===== src/rtl/wb_pkg.sv =====
// Shared types and helpers for the Wishbone load/store master.
// Latency: n/a (types, constants and a pure function only).
// Backpressure: n/a.
package wb_pkg;

    localparam int NUM_LANES = 4;

    typedef enum logic [1:0] {
        SZ_BYTE = 2'b00,
        SZ_HALF = 2'b01,
        SZ_WORD = 2'b10
    } size_e;

    typedef enum logic [1:0] {
        IDLE = 2'b00,
        BUS  = 2'b01,
        RESP = 2'b10
    } state_e;

    // Byte-lane enables for an access of the given size at the given byte offset.
    // The illegal size 2'b11 selects no lanes.
    function automatic logic [NUM_LANES-1:0] sel_gen(input logic [1:0] size,
                                                    input logic [1:0] addr_lo);
        logic [NUM_LANES-1:0] sel;
        case (size)
            SZ_BYTE: sel = 4'b0001 << addr_lo;
            SZ_HALF: sel = 4'b0011 << addr_lo;
            SZ_WORD: sel = 4'b1111;
            default: sel = 4'b0000;
        endcase
        return sel;
    endfunction

endpackage


===== src/rtl/lsu_align.sv =====
// Byte-lane datapath: SEL generation, store replication, load shift/extend, misalign detect.
// Latency: purely combinational, 0 cycles.
// Backpressure: none; the owning FSM decides when the results are used.
import wb_pkg::*;

module lsu_align #(
    parameter int DW = 32
) (
    input  logic [1:0]           req_size,
    input  logic [1:0]           req_addr_lo,
    input  logic [DW-1:0]        req_wdata,
    output logic [NUM_LANES-1:0] req_sel,
    output logic [DW-1:0]        req_wdata_lanes,
    output logic                 req_misalign,
    input  logic [1:0]           ld_size,
    input  logic [1:0]           ld_addr_lo,
    input  logic                 ld_unsigned,
    input  logic [DW-1:0]        ld_word,
    output logic [DW-1:0]        ld_data
);

    logic [DW-1:0] ld_shifted;

    assign req_sel = sel_gen(req_size, req_addr_lo);

    // Request side: replicate the operand onto every lane it may land in, and flag bad alignment.
    always_comb begin
        req_wdata_lanes = req_wdata;
        req_misalign    = 1'b0;
        case (req_size)
            SZ_BYTE: req_wdata_lanes = {(DW/8){req_wdata[7:0]}};
            SZ_HALF: begin
                req_wdata_lanes = {(DW/16){req_wdata[15:0]}};
                req_misalign    = req_addr_lo[0];
            end
            SZ_WORD: req_misalign = |req_addr_lo;
            default: req_misalign = 1'b1;
        endcase
    end

    assign ld_shifted = ld_word >> {ld_addr_lo, 3'b000};

    // Load side: right-justify the addressed lanes, then zero- or sign-extend to the bus width.
    always_comb begin
        ld_data = ld_shifted;
        case (ld_size)
            SZ_BYTE: ld_data = ld_unsigned ? {{(DW-8){1'b0}}, ld_shifted[7:0]}
                                           : {{(DW-8){ld_shifted[7]}}, ld_shifted[7:0]};
            SZ_HALF: ld_data = ld_unsigned ? {{(DW-16){1'b0}}, ld_shifted[15:0]}
                                           : {{(DW-16){ld_shifted[15]}}, ld_shifted[15:0]};
            default: ld_data = ld_shifted;
        endcase
    end

endmodule


===== src/rtl/wishbone_master.sv =====
// Single-outstanding core load/store to Wishbone classic master; bus timeout under WB_MASTER_TIMEOUT_EN.
// Latency: req@N -> STB@N+1 -> ACK@K -> o_VALID@K+1; misaligned requests return o_ERR the next cycle.
// Backpressure: o_BUSY high while a cycle is in flight, i_REQ ignored then; CYC/STB held until ACK.
import wb_pkg::*;

module wishbone_master #(
    parameter int DATA_WIDTH     = 32,
    parameter int ADDR_WIDTH     = 32,
    parameter int TIMEOUT_CYCLES = 255
) (
    input  logic                  i_CLK,
    input  logic                  i_RST,
    input  logic                  i_REQ,
    input  logic                  i_WE,
    input  logic [1:0]            i_SIZE,
    input  logic                  i_UNSIGNED,
    input  logic [ADDR_WIDTH-1:0] i_ADDR,
    input  logic [DATA_WIDTH-1:0] i_WDATA,
    output logic                  o_BUSY,
    output logic                  o_VALID,
    output logic                  o_ERR,
    output logic [DATA_WIDTH-1:0] o_RDATA,
    output logic [ADDR_WIDTH-1:0] o_ADDR,
    output logic [DATA_WIDTH-1:0] o_DATA,
    input  logic [DATA_WIDTH-1:0] i_DATA,
    output logic                  o_WE,
    output logic [3:0]            o_SEL,
    output logic                  o_STB,
    output logic                  o_CYC,
    input  logic                  i_ACK,
    output logic                  o_TAGN,
    input  logic                  i_TAGN
);

    state_e                  state, state_nx;
    logic [1:0]              lat_size, size_nx;
    logic [1:0]              lat_alo, alo_nx;
    logic                    lat_uns, uns_nx;
    logic                    busy_nx, cyc_nx, valid_nx, err_nx, we_nx;
    logic [DATA_WIDTH-1:0]   rdata_nx, data_nx;
    logic [ADDR_WIDTH-1:0]   addr_nx;
    logic [3:0]              sel_nx;

    logic [NUM_LANES-1:0]    req_sel;
    logic [DATA_WIDTH-1:0]   req_wdata_lanes;
    logic                    req_misalign;
    logic [DATA_WIDTH-1:0]   ld_data;

    logic                    unused_tagn;
    assign unused_tagn = i_TAGN;

`ifdef WB_MASTER_TIMEOUT_EN
    localparam int CW = $clog2(TIMEOUT_CYCLES + 1);
    logic [CW-1:0] tmo_cnt, tmo_cnt_nx;
`else
    logic [31:0] unused_timeout;
    assign unused_timeout = 32'(TIMEOUT_CYCLES);
`endif

    lsu_align #(.DW(DATA_WIDTH)) u_align (
        .req_size        (i_SIZE),
        .req_addr_lo     (i_ADDR[1:0]),
        .req_wdata       (i_WDATA),
        .req_sel         (req_sel),
        .req_wdata_lanes (req_wdata_lanes),
        .req_misalign    (req_misalign),
        .ld_size         (lat_size),
        .ld_addr_lo      (lat_alo),
        .ld_unsigned     (lat_uns),
        .ld_word         (i_DATA),
        .ld_data         (ld_data)
    );

    // Next-state and next-output logic; pulses default low, bus fields hold unless a request is accepted.
    always_comb begin
        state_nx = state;
        busy_nx  = o_BUSY;
        cyc_nx   = o_CYC;
        valid_nx = 1'b0;
        err_nx   = 1'b0;
        rdata_nx = '0;
        addr_nx  = o_ADDR;
        data_nx  = o_DATA;
        sel_nx   = o_SEL;
        we_nx    = o_WE;
        size_nx  = lat_size;
        alo_nx   = lat_alo;
        uns_nx   = lat_uns;
`ifdef WB_MASTER_TIMEOUT_EN
        tmo_cnt_nx = tmo_cnt;
`endif
        case (state)
            IDLE: begin
                if (i_REQ) begin
                    if (req_misalign) begin
                        err_nx = 1'b1;
                    end else begin
                        state_nx = BUS;
                        busy_nx  = 1'b1;
                        cyc_nx   = 1'b1;
                        addr_nx  = {i_ADDR[ADDR_WIDTH-1:2], 2'b00};
                        data_nx  = req_wdata_lanes;
                        sel_nx   = req_sel;
                        we_nx    = i_WE;
                        size_nx  = i_SIZE;
                        alo_nx   = i_ADDR[1:0];
                        uns_nx   = i_UNSIGNED;
`ifdef WB_MASTER_TIMEOUT_EN
                        tmo_cnt_nx = '0;
`endif
                    end
                end
            end
            BUS: begin
                if (i_ACK) begin
                    state_nx = RESP;
                    busy_nx  = 1'b0;
                    cyc_nx   = 1'b0;
                    valid_nx = 1'b1;
                    rdata_nx = o_WE ? '0 : ld_data;
                end
`ifdef WB_MASTER_TIMEOUT_EN
                else if (tmo_cnt == CW'(TIMEOUT_CYCLES - 1)) begin
                    state_nx = IDLE;
                    busy_nx  = 1'b0;
                    cyc_nx   = 1'b0;
                    err_nx   = 1'b1;
                end else begin
                    tmo_cnt_nx = tmo_cnt + 1'b1;
                end
`endif
            end
            RESP:    state_nx = IDLE;
            default: state_nx = IDLE;
        endcase
    end

    // State and registered outputs; synchronous reset clears everything, dropping CYC/STB mid-cycle.
    always_ff @(posedge i_CLK) begin
        if (i_RST) begin
            state    <= IDLE;
            o_BUSY   <= 1'b0;
            o_VALID  <= 1'b0;
            o_ERR    <= 1'b0;
            o_RDATA  <= '0;
            o_ADDR   <= '0;
            o_DATA   <= '0;
            o_WE     <= 1'b0;
            o_SEL    <= '0;
            o_STB    <= 1'b0;
            o_CYC    <= 1'b0;
            o_TAGN   <= 1'b0;
            lat_size <= '0;
            lat_alo  <= '0;
            lat_uns  <= 1'b0;
`ifdef WB_MASTER_TIMEOUT_EN
            tmo_cnt  <= '0;
`endif
        end else begin
            state    <= state_nx;
            o_BUSY   <= busy_nx;
            o_VALID  <= valid_nx;
            o_ERR    <= err_nx;
            o_RDATA  <= rdata_nx;
            o_ADDR   <= addr_nx;
            o_DATA   <= data_nx;
            o_WE     <= we_nx;
            o_SEL    <= sel_nx;
            o_STB    <= cyc_nx;
            o_CYC    <= cyc_nx;
            o_TAGN   <= 1'b0;
            lat_size <= size_nx;
            lat_alo  <= alo_nx;
            lat_uns  <= uns_nx;
`ifdef WB_MASTER_TIMEOUT_EN
            tmo_cnt  <= tmo_cnt_nx;
`endif
        end
    end

endmodule


===== config.mk =====
export PLATFORM = sky130hd
export DESIGN_NAME = wishbone_master
export DESIGN_NICKNAME = d
export VERILOG_FILES = /design/src/rtl/wb_pkg.sv /design/src/rtl/lsu_align.sv /design/src/rtl/wishbone_master.sv
export SDC_FILE = /design/constraint.sdc
export NUM_CORES = 1
export LEC_CHECK = 0
export ABC_AREA = 1
export CAP_MARGIN = 40
export CORE_ASPECT_RATIO = 2
export CORE_MARGIN = 2
export CORE_UTILIZATION = 42
export CTS_CLUSTER_DIAMETER = 50
export DETAILED_ROUTE_END_ITERATION = 8
export GPL_TIMING_DRIVEN = 1
export PLACE_DENSITY = 0.81
export SYNTH_ARGS = -nofsm -noshare
export SYNTH_HDL_FRONTEND = slang
export SYNTH_SLANG_ARGS = --single-unit

===== constraint.sdc =====
create_clock -name i_CLK -period 1.7 [get_ports i_CLK]
set_input_delay 0.34 -clock i_CLK [delete_from_list [all_inputs] [get_ports i_CLK]]
set_output_delay 0.34 -clock i_CLK [all_outputs]
set_load 0.01 [all_outputs]

==> results of run 1 <==
[final cells by class]
type                            instances  area (um2)
Clock buffer                            9       225.2
Sequential cell                       109        2182
Timing Repair Buffer                  239        2402
Inverter                               35       131.4
Fill cell                             932        3617
Tap cell                              140       175.2
Clock inverter                          7       58.81
Multi-Input combinational cell        468        2086
[worst max path at each step]
stage	endpoint
floorplan	o_RDATA[17]
global route	o_STB
detailed placement	o_DATA[12]
CTS	o_STB
finish	o_STB
global placement	o_DATA[24]
[power by group]
part           internal (mW)  switching (mW)  total, mW
logic                  0.707           0.670       1.38
registers               2.69          0.0795       2.77
clock network           1.02           0.988       2.01
[routing by layer]
| layer | vias up | routed length, um | GRT usage (%) | part of all wire [%] |
|---|---|---|---|---|
| met5 | - | 0 | 0 | 0 |
| met4 | 0 | 640 | 13.28 | 4.3 |
| met3 | 44 | 921 | 4.545 | 6.2 |
| met2 | 215 | 8251 | 46.48 | 56 |
| met1 | 2297 | 4993 | 24.16 | 34 |
| li1 | 2516 | - | - | - |
[sequential cells by signal, summed over array words and instances (netlist names)]
signal,count
lat_alo,2
lat_size,2
lat_uns,1
o_ADDR,30
o_CYC,1
o_DATA,32
o_ERR,1
o_RDATA,32
o_SEL,4
o_VALID,1
o_WE,1
state,2
[synthesized netlist by cell type (6+ instances only)]
cell type,count
a21oi_1,62
buf_2,20
buf_4,8
buf_6,8
clkbuf_1,11
dfxtp_1,109
inv_1,31
nand2_1,186
nand3_1,56
nor2_1,80
o21ai_0,58
o21ai_1,6
[logic make-up (layout without fill, tap and decap cells)]
| logic type | Yosys count | in the layout | synth area share [%] |
|---|---|---|---|
| flops | 109 | 109 | 46.63 |
| simple gates | 334 | 334 | 29.76 |
| other cells | 1 | 3 | 0.08014 |
| compound gates | 131 | 131 | 14.41 |
| buf+inv | 83 | 290 | 9.118 |
[what timing repair did]
action,in CTS,in global routing
endpoints found under the hold margin,0,0
resized for setup,0,2
endpoints found under the setup margin,0,13
==> results.txt, run 1 <==
status: complete, no violations
initial core utilization: 43.02%
DR WL/cell: 14.70 um
hold_ws: 462.0 ps
area share of the largest cell type after synthesis: 46.63%
cts bufs inserted: 9
initial antenna violation count: 0
router iterations before antenna repair: 7
grt ovf: 0
root buf cell: clkbuf_16
port bufs: 207
clk_skew: 7.484 ps
Final Cycle Share: 94.86%
vias in the first global route: 4,971
Synth async-reset ratio: 0%
Post-Layout Cell Count: 1,007
TNS Setup: 0 ps
CP Cell Sequence: clkdlybuf4s50_1
critical path class: flip-flop to primary output
FF-to-FF setup slack: 180 ps
first-pass GRT wire length: 23,530 um
fraction of layout cells with a size suffix above 1: 7.382%
Reg2Reg Launch Point: lat_alo[0]
synthesized instance count: 658
EDFF count, synth: 0
synthesis-stage register bit count: 109
CP delay by family, top: buffers and inverters
Buf/Inv on CP: 1
Worst setup EP type: primary output
Post-DRT Antenna Nets: 0
Worst IR Drop VDD: 0.5379 mV
Reg clk slew, reported paths: 70 ps
total power: 6.157 mW
DRC violations left: 0
crit start category: flip-flop
H-tree Lvls: 3
DR vias: 5,072
largest net degree at the start of global routing: 63
Peak Freq: 620.1 MHz
Site Rows: 54
hold path start: o_DATA[24]
worst hold path type: flip-flop to flip-flop
synthesized area: 0.004679 mm2
clk_lat worst skew: 340 ps
setup slack after layout: 87.37 ps
Synth-to-Final Area Change: 55.16%
min cycle time layout: 1613 ps
max_cap viols: 0
Leak: 3.148 nW
clk buf depth: 2
Crit path arrival time: 1270 ps
ys flop type: dfxtp_1
CP max FO: 4
FF-to-FF End: o_RDATA[17]
leading area contributor after synthesis: dfxtp_1
ranking of synthesized cells by area: dfxtp_1 (47%), nand2_1 (15%), a21oi_1 (6.6%), nor2_1 (6.4%), o21ai_0 (6.2%)
Levels on crit path: 1
final max-slew violation count: 0
Design Area, Final: 0.007261 mm2
Reg2Reg Depth: 6
Via density: 5.037
leading cell type in the layout, fill and taps excluded: clkdlybuf4s50_1
Seq/Total Area, Yosys: 46.63%
RSZ-0062 raised after global routing: false
Initial DRC Count: 255
width of the die: 78.64 um
Crit path largest cell delay: 550 ps
Final setup viols: 0
core area: 0.01088 mm2
clock sinks: 109
IO Pins: 212
final hold vios: 0
WL final: 14,810 um
area of the die: 0.01205 mm2
DP Area: 0.006972 mm2
Nets: 967
Pwr Density: 848.0 mW/mm2
number of instances in the placed design: 991
commonest non-fill, non-tap cells in the layout: clkdlybuf4s50_1 (206), nand2_1 (186), dfxtp_1 (109)
Placer Congestion: 0.8946
GRT Overall Usage: 24.53%
pre-CTS setup slack: -231.2 ps
TritonCTS clock tree: yes
postcts setup bufs: 0
Hold Path End: o_DATA[24]
library cells used by synthesis: 27
n_diodes: 0
Detailed Place HPWL: 11,240 um
Die H: 153.3 um
hold path cells: 2
Post-CTS Hold Fix Bufs: 0
Crit. Startpoint: o_CYC
syn avg cell area: 7.112 um2
worst path required time: 1360 ps
Util after Layout: 66.75%
synth warn: 0
CP max stage cell: clkdlybuf4s50_1
Power figures use the tool's default switching activity.
==> run 2, diff against run 1 <==
--- a/config.mk
+++ b/config.mk
@@ -17,3 +17,4 @@
 export SYNTH_ARGS = -nofsm -noshare
 export SYNTH_HDL_FRONTEND = slang
 export SYNTH_SLANG_ARGS = --single-unit
+export TNS_END_PERCENT = 10
==> results of run 2 <==
No change in the layout: final DEF, timing and power equal those of run 1.
